**src/rtl/shift_pipe_ctrl.sv**
```systemverilog
// Two-stage shift/rotate execution unit: stage 1 captures the request, stage 2
// computes and registers the result and zero flag, valid/ready on both sides.
module shift_pipe_ctrl #(
    parameter int unsigned N = 16,
    parameter int unsigned C = 4
) (
    input  logic         clk,
    input  logic         rst_n,
    input  logic         in_valid,
    output logic         in_ready,
    input  logic [1:0]   in_op,
    input  logic [N-1:0] in_data,
    input  logic [C-1:0] in_cnt,
    input  logic         flush,
    output logic         out_valid,
    input  logic         out_ready,
    output logic [N-1:0] out_data,
    output logic         out_zero
);

    typedef enum logic [1:0] {
        OP_ROL = 2'b00,
        OP_SLL = 2'b01,
        OP_ROR = 2'b10,
        OP_SRL = 2'b11
    } op_e;

    logic         s1_valid;
    op_e          s1_op;
    logic [N-1:0] s1_data;
    logic [C-1:0] s1_cnt;

    logic         s2_adv;
    logic         s1_adv;
    logic [C-1:0] wrap_cnt;
    logic [N-1:0] r_fwd;
    logic [N-1:0] r_wrap;
    logic [N-1:0] l_fwd;
    logic [N-1:0] l_wrap;
    logic [N-1:0] result;

    // Logarithmic right-shift network: one conditional stage per count bit.
    function automatic logic [N-1:0] rsh(input logic [N-1:0] x, input logic [C-1:0] k);
        logic [N-1:0] v;
        v = x;
        for (int unsigned i = 0; i < C; i++) begin
            if (k[i]) v = v >> (32'd1 << i);
        end
        return v;
    endfunction

    function automatic logic [N-1:0] rev(input logic [N-1:0] x);
        logic [N-1:0] r;
        r = '0;
        for (int unsigned i = 0; i < N; i++) begin
            r[i] = x[N-1-i];
        end
        return r;
    endfunction

    assign s2_adv    = !out_valid || out_ready;
    assign s1_adv    = !s1_valid || s2_adv;
    assign in_ready  = rst_n && s1_adv && !flush;

    // Result datapath; left shifts reuse the right network on bit-reversed data.
    always_comb begin
        result   = '0;
        // N - cnt modulo N; cnt = 0 makes the wrap term equal the operand itself.
        wrap_cnt = C'(0) - s1_cnt;
        r_fwd    = rsh(s1_data, s1_cnt);
        r_wrap   = rsh(s1_data, wrap_cnt);
        l_fwd    = rev(rsh(rev(s1_data), s1_cnt));
        l_wrap   = rev(rsh(rev(s1_data), wrap_cnt));
        case (s1_op)
            OP_SRL:  result = r_fwd;
            OP_ROR:  result = r_fwd | l_wrap;
            OP_SLL:  result = l_fwd;
            OP_ROL:  result = l_fwd | r_wrap;
            default: result = '0;
        endcase
    end

    // Stage 1: operand capture.
    always_ff @(posedge clk or negedge rst_n) begin
        if (!rst_n) begin
            s1_valid <= 1'b0;
            s1_op    <= OP_ROL;
            s1_data  <= '0;
            s1_cnt   <= '0;
        end else if (flush) begin
            s1_valid <= 1'b0;
        end else if (s1_adv) begin
            s1_valid <= in_valid;
            if (in_valid) begin
                s1_op   <= op_e'(in_op);
                s1_data <= in_data;
                s1_cnt  <= in_cnt;
            end
        end
    end

    // Stage 2: result register, held while the consumer stalls.
    always_ff @(posedge clk or negedge rst_n) begin
        if (!rst_n) begin
            out_valid <= 1'b0;
            out_data  <= '0;
            out_zero  <= 1'b0;
        end else if (flush) begin
            out_valid <= 1'b0;
        end else if (s2_adv) begin
            out_valid <= s1_valid;
            out_data  <= result;
            out_zero  <= (result == '0);
        end
    end

endmodule

```
**config.mk**
```make
export PLATFORM = sky130hd
export DESIGN_NAME = shift_pipe_ctrl
export DESIGN_NICKNAME = d
export VERILOG_FILES = /design/src/rtl/shift_pipe_ctrl.sv
export SDC_FILE = /design/constraint.sdc
export NUM_CORES = 1
export LEC_CHECK = 0
export ABC_AREA = 1
export BUFFER_PORTS_ARGS = -buffer_cell sky130_fd_sc_hd__buf_4
export CAP_MARGIN = 40
export CELL_PAD_IN_SITES_DETAIL_PLACEMENT = 0
export CELL_PAD_IN_SITES_GLOBAL_PLACEMENT = 1
export CORE_ASPECT_RATIO = 0.6
export CORE_MARGIN = 5
export CORE_UTILIZATION = 38
export CTS_CLUSTER_SIZE = 8
export DETAILED_ROUTE_END_ITERATION = 6
export PLACE_DENSITY_LB_ADDON = 0.12
export SLEW_MARGIN = 20
export SYNTH_ARGS = -nofsm -noshare
export SYNTH_HDL_FRONTEND = slang
export SYNTH_SLANG_ARGS = --single-unit
```
**constraint.sdc**
```tcl
create_clock -name clk -period 2.4 [get_ports clk]
set_input_delay 0.24 -clock clk [delete_from_list [all_inputs] [get_ports clk]]
set_output_delay 0.24 -clock clk [all_outputs]
set_load 0.05 [all_outputs]
```
Word level (Yosys, flattened, before mapping). Index checks and enable logic that the tools add are counted.

$add $sub $neg: 1. Eq/ne operators: 3. Mux-type cells: 21. Bitwise gates (word level): 3. Reduce and logical (&&, ||, !) cells: 13.

Operator list (number): $mux W16 (16); $pmux W16 S4 (1); $or A16 B16 Y16 (2); $logic_not A16 Y1 (1); $eq A2 B2 Y1 const B (2); $mux W1 (4); $reduce_bool A2 Y1 (2); $sub A1 B4 Y4 const A (1); $logic_not A1 Y1 (3); $reduce_and A3 Y1 (1); $eq A2 B1 Y1 const B (1); $logic_and A1 B1 Y1 (2); $logic_not A2 Y1 (1); $logic_or A1 B1 Y1 (2); $reduce_and A2 Y1 (1); $not A1 Y1 (1).

Register bits after elaboration: 41. Input port bits: 27. Output and inout bits: 19. Word-level logic and storage cells: 48.

Logic depth before layout (Yosys ltp).
Depth in word-level cells: 8. Gate-level depth with buffers: 20. Mapped depth without buffers: 18.

Worst setup path before layout. No wires, ideal clock.

Path type: register to register. Start: reg s1_cnt[0]. End: reg out_zero. Library setup time: 66 ps. Arrival: 2181 ps. Required time: 2334 ps. Slack: 153 ps. Cell stages (with the launch flop): 19. Buffers on the path: 3. Period minus slack after synthesis: 2247 ps. Path through: dfrtp_1 -> buf_6 -> inv_4 -> buf_6 -> ha_1 -> inv_2 -> clkbuf_1 -> nand3_1 -> nand3_1 -> nand2_1 -> nand2_1 -> nand2_1 -> a21oi_1 -> nand2_1 -> nor2_1 -> nand2_1 -> nor2_1 -> nand2_1 -> nand2_1.

Cells in the longest elaborated chain, start to end: 8. Elaborated cells between the ends (all ways): 21. Those cells by class: add/sub (1); mux (17); bitwise (2); reduce/logical (1).

Ends and longest elaborated chain: start: declaration (line 31) `logic [C-1:0] s1_cnt;`; start signal: assignment (line 97) `s1_cnt <= in_cnt;`; $sub A1 B4 Y4 (line 69) `wrap_cnt = C'(0) - s1_cnt;`; $mux W16 (4 in a row) (line 47) `if (k[i]) v = v >> (32'd1 << i);`; $or A16 B16 Y16, on equally long branches (line 78, 76); $pmux W16 S4 (*) (line 74) `case (s1_op)`; $logic_not A16 Y1 (*) (line 113) `out_zero <= (result == '0);`; end signal: assignment (line 113); end: declaration (line 18) `output logic out_zero`.

Mark *: on every way between the ends. The rest lies on a longest branch, timed or not. A chain may end at the register's enable or synchronous reset.

Final worst setup path. Ends and elaborated chain as after synthesis.

==> flow_results.org <==
** Power
- Switching power :: 0.00223 W
- Net switching is 50.0% of the power.
- Sequential cells burn 21.4% of the power.
- Fraction of power consumed by the clock network :: 18.8%
- Power per cell area :: 879 mW/mm^2
- Leak pwr :: 2.59 nW
- Int Power :: 0.00222 W
- In this run, the combinational gates consume 59.8% of the power.
- Power Total :: 0.00445 W
- IR analysis of the VDD net gives a maximum drop of 347 uV.

** Setup path
- The number of buffers and inverters on the critical path is 3.
- In this run the number of cells on the critical path is 14.
- The setup path with the least slack is of type flop to flop.
- Cell-by-cell listing of the critical path :: inv_4 > ha_2 > inv_4 > buf_12 > nand3_1 > nand3_1 > nand2_1 > nand2_1 > nand3b_1 > a21oi_1 > nand3_1 > nor2_1 > nand2_1 > nand2_1
- Most frequent CP cell :: sky130_fd_sc_hd__nand2_1
- Worst stage delay on the critical path :: 0.41 ns
- CP Launch Type :: flop
- In this design, the largest share of critical-path delay is due to simple AND/OR/NAND/NOR gates.
- The largest individual stage delay along the critical path comes from the cell sky130_fd_sc_hd__dfrtp_1.
- Highest fanout seen on the critical path :: 13
- Data arrives at the worst endpoint at 2.56 ns.
- Measured in cells, the most critical reg-to-reg path has a length of 14.
- The worst setup path is captured at a flop.
- Worst endpoint required time :: 2.64 ns

** STA
- The number of failing hold endpoints at the final stage is 0.
- Final worst slack :: 0.0751 ns
- The tightest hold path in the finished design has a slack of 0.0502 ns.
- Between clock sinks in the finished design, the worst skew comes to 0.00263 ns.
- Actual slew at the worst max-slew pin :: 0.657 ns
- Maximum clock frequency :: 430 MHz
- Ratio of final minimum period to clock period :: 96.9%
- Setup violations remaining at the end of the flow were counted as 0.
- Remaining max-slew budget at the tightest pin :: 56.1%
- The count of final max-slew check failures came to 0.
- Final period demand of the worst path :: 2.32 ns
- Unrepaired setup endpoints after global routing :: false

** Cells and area
- In the final layout, the share of cells above drive strength 1 is 19.6%.
- The area growth from synthesis to layout is 20.4%.
- Fill count :: 1115
- The finished cells cover 0.00506 mm^2.
- Measured on the finished design, the core utilization comes to 47.3%.
- Net count, final :: 781
- Diodes inserted :: 0

** Synth
- By area the synthesized netlist is led by sky130_fd_sc_hd__dfrtp_1 (24%), sky130_fd_sc_hd__nand3_1 (22%), sky130_fd_sc_hd__nand2_1 (21%).
- Synthesis produced a netlist whose cell count is 699.
- The cell area that synthesis handed to floorplanning was 0.00420 mm^2.
- Most common cell in the netlist :: sky130_fd_sc_hd__nand2_1
- After synthesis, flip-flops and latches occupy 24.4% of the total area.
- Post-synthesis area per instance :: 6.01 um^2
- Yosys cell types :: 33
- sky130_fd_sc_hd__dfrtp_1 takes more of the synthesized area than any other cell.
- Yosys reg bits :: 41
- Synth Flop Type :: sky130_fd_sc_hd__dfrtp_1
- Summed over its instances, the top area cell type makes up 24.4% of the synthesized netlist area.
- Synthesis produced a netlist with a net count of 727.
- Number of flops mapped to enable cells by yosys :: 0
- Async set or reset register ratio after synthesis :: 100%
- In the synthesized netlist, the cells that appear most often are sky130_fd_sc_hd__nand2_1 (234), sky130_fd_sc_hd__nand3_1 (182), sky130_fd_sc_hd__nor2_1 (58).
- Synth warnings :: 0

** Drt
- After the first detailed-routing iteration, the DRC count stood at 591.
- Routed vias/inst :: 5.90
- Max Used Layer :: met4
- Detailed-router iteration count before antenna repair :: 5
- The routed layout has 5267 vias.
- Dividing the detail-routed wire length by the instance count gives 19.1 um.
- In this run the remaining antenna-violating nets after routing total 0.
- The detailed router put a total of 8370 um of wire on met1.
- Wires add up to 17000 um.
- Total DRC errors in the routed layout :: 0
- Total length of routed met3 wires :: 1470 um
- In the detailed route, the total length drawn on met2 is 6950 um.

** Worst hold path
- The worst hold path belongs to the class input port to async pin.

** Clock network
- After clock tree synthesis, the clock-pin slew on the worst setup and hold paths is 0.07 ns.
- Skew-Pair Late Insertion Delay :: 0.29 ns
- Num Clock Sinks :: 41
- TritonCTS built the clock tree.
- Count of hold-fix buffers inserted at cts :: 0
- The clock passes through at most 2 buffers.
- The H-tree generated during clock tree synthesis spans 2 levels.
- In this run, CTS created clock tree buffers numbering 5.
- Clock Root Buffer :: sky130_fd_sc_hd__clkbuf_16

** Place
- After detailed placement, the total cell area comes to 0.00477 mm^2.
- Before CTS, the worst setup slack after placement is -0.0558 ns.
- Port buffering added 45 buffers.
- Last weighted congestion value of the routability-driven placer :: 0.986
- DP Wirelength :: 12900 um

** Status
- Outcome :: completed

** Global route
- Sum of overflow across all layers after global routing :: 0
- Entering global routing, the biggest net connects 42 pins.
- Vias in the first global route :: 4623
- For this run, the total global-route usage over all layers was measured as 25.1%.
- The initial antenna violation count is 0.
- The first global-routing pass estimated 26700 um of wire.

** Floorplanning
- Once the floorplan was initialized, standard cells occupied 39.3% of the core.
- Row generation in the floorplan step produced 29 rows.
- The floorplan step defined a die boundary enclosing 0.0133 mm^2.
- For this design the top-level I/O count stands at 46.
- In this run the standard cell core region covers 0.0107 mm^2.
- From bottom edge to top edge, the die measures 91.5 um.
- Die Wd :: 146 um

** Flow run
- Max-cap violations in this run came to 0.
kinds of logic after synthesis:
kind of cell / count (synthesis) / share of synthesized area, %
AO/OA/AOI/OAI: 57 / 7.32
adder cells (fa/ha/maj): 1 / 0.298
buffers and inverters: 65 / 7.92
flip-flops: 41 / 24.4
multiplexers: 14 / 3.75
AND/OR/NAND/NOR: 521 / 56.3
routing by layer:
layer	vias to the layer above	GRT usage [%]
met2	309	36.6
met5	-	0
met1	2475	39.3
met4	0	5.21
met3	26	2.89
li1	2457	-
cells in the final DEF, fill, tap and decap left out, drive strengths merged:
| master | synthesis | final |
|---|---|---|
| a31oi | 5 | 5 |
| buf | 27 | 85 |
| nor2 | 60 | 60 |
| o21ai | 27 | 27 |
| clkbuf | 12 | 8 |
| o211ai | 2 | 2 |
| inv | 24 | 24 |
| dfrtp | 41 | 41 |
| a32oi | 1 | 1 |
| and2 | 3 | 3 |
| nand3b | 3 | 3 |
| nand2 | 256 | 256 |
| ha | 1 | 1 |
| o2111ai | 1 | 1 |
| a21oi | 21 | 21 |
| bufinv | 0 | 1 |
| nand4 | 10 | 10 |
| nor3 | 4 | 4 |
| nand3 | 184 | 184 |
| clkinv | 2 | 2 |
| and3 | 1 | 1 |
| mux2 | 14 | 14 |
flip-flops by register name, indices dropped and copies added, names as in the netlist:
name	cells
out_data	16
out_valid	1
out_zero	1
s1_cnt	4
s1_data	16
s1_op	2
s1_valid	1
worst reg2reg max path: stages, from the launching register on:
cell,delay [ns]
sky130_fd_sc_hd__dfrtp_1,0.41
sky130_fd_sc_hd__inv_4,0.07
sky130_fd_sc_hd__ha_2,0.31
sky130_fd_sc_hd__inv_4,0.12
sky130_fd_sc_hd__buf_12,0.14
sky130_fd_sc_hd__nand3_1,0.10
sky130_fd_sc_hd__nand3_1,0.12
sky130_fd_sc_hd__nand2_1,0.11
sky130_fd_sc_hd__nand2_1,0.08
sky130_fd_sc_hd__nand3b_1,0.08
sky130_fd_sc_hd__a21oi_1,0.33
sky130_fd_sc_hd__nand3_1,0.13
sky130_fd_sc_hd__nor2_1,0.14
sky130_fd_sc_hd__nand2_1,0.07
sky130_fd_sc_hd__nand2_1,0.05
stage by stage:
stage,setup TNS (ns),instances
final,0,893
after global routing,0,893
after CTS,0,886
after detailed placement,-0.0558,878
after global placement,0,878
after floorplan,0,699
layout make-up:
cell class	count	area [um^2]	area share (%)
repair buffers	86	699	13.8
clock inverters	1	30.0	0.593
well taps	139	174	3.43
inverters	26	108	2.13
clock buffers	7	143	2.82
flip-flops and latches	41	1030	20.3
multi-input cells	593	2880	57.0
worst paths after layout:
| kind | from | to | slack [ns] |
|---|---|---|---|
| worst min register to register | out_data[2]$_DFFE_PN0P_ | out_data[2]$_DFFE_PN0P_ | 0.49 |
| worst max-delay path | s1_cnt[0]$_DFFE_PN0P_ | out_zero$_DFFE_PN0P_ | 0.08 |
| min in group clk | flush | out_valid$_DFFE_PN0P_ | 0.16 |
| worst min-delay path | rst_n | s1_cnt[2]$_DFFE_PN0P_ | 0.05 |
| max in group asynchronous | rst_n | out_data[0]$_DFFE_PN0P_ | 1.95 |
| worst max register to register | s1_cnt[0]$_DFFE_PN0P_ | out_zero$_DFFE_PN0P_ | 0.08 |
timing repair:
item / in CTS / in global routing
endpoints found under the setup margin: 1 / 2
resized for setup: 1 / 14
gates cloned: 0 / 1
pin swaps: 0 / 4
setup buffers: 0 / 6
power by group through the flow:
stage	clock, W	combinational (W)	sequential (W)
after floorplan	0	0.00147	0.00120
after global placement	0	0.00253	0.000959
after detailed placement	0	0.00251	0.000960
after CTS	0.000854	0.00252	0.000949
after global routing	0.000878	0.00289	0.000968
final	0.000835	0.00266	0.000953
Note: power is estimated with default switching activity, not from simulation.
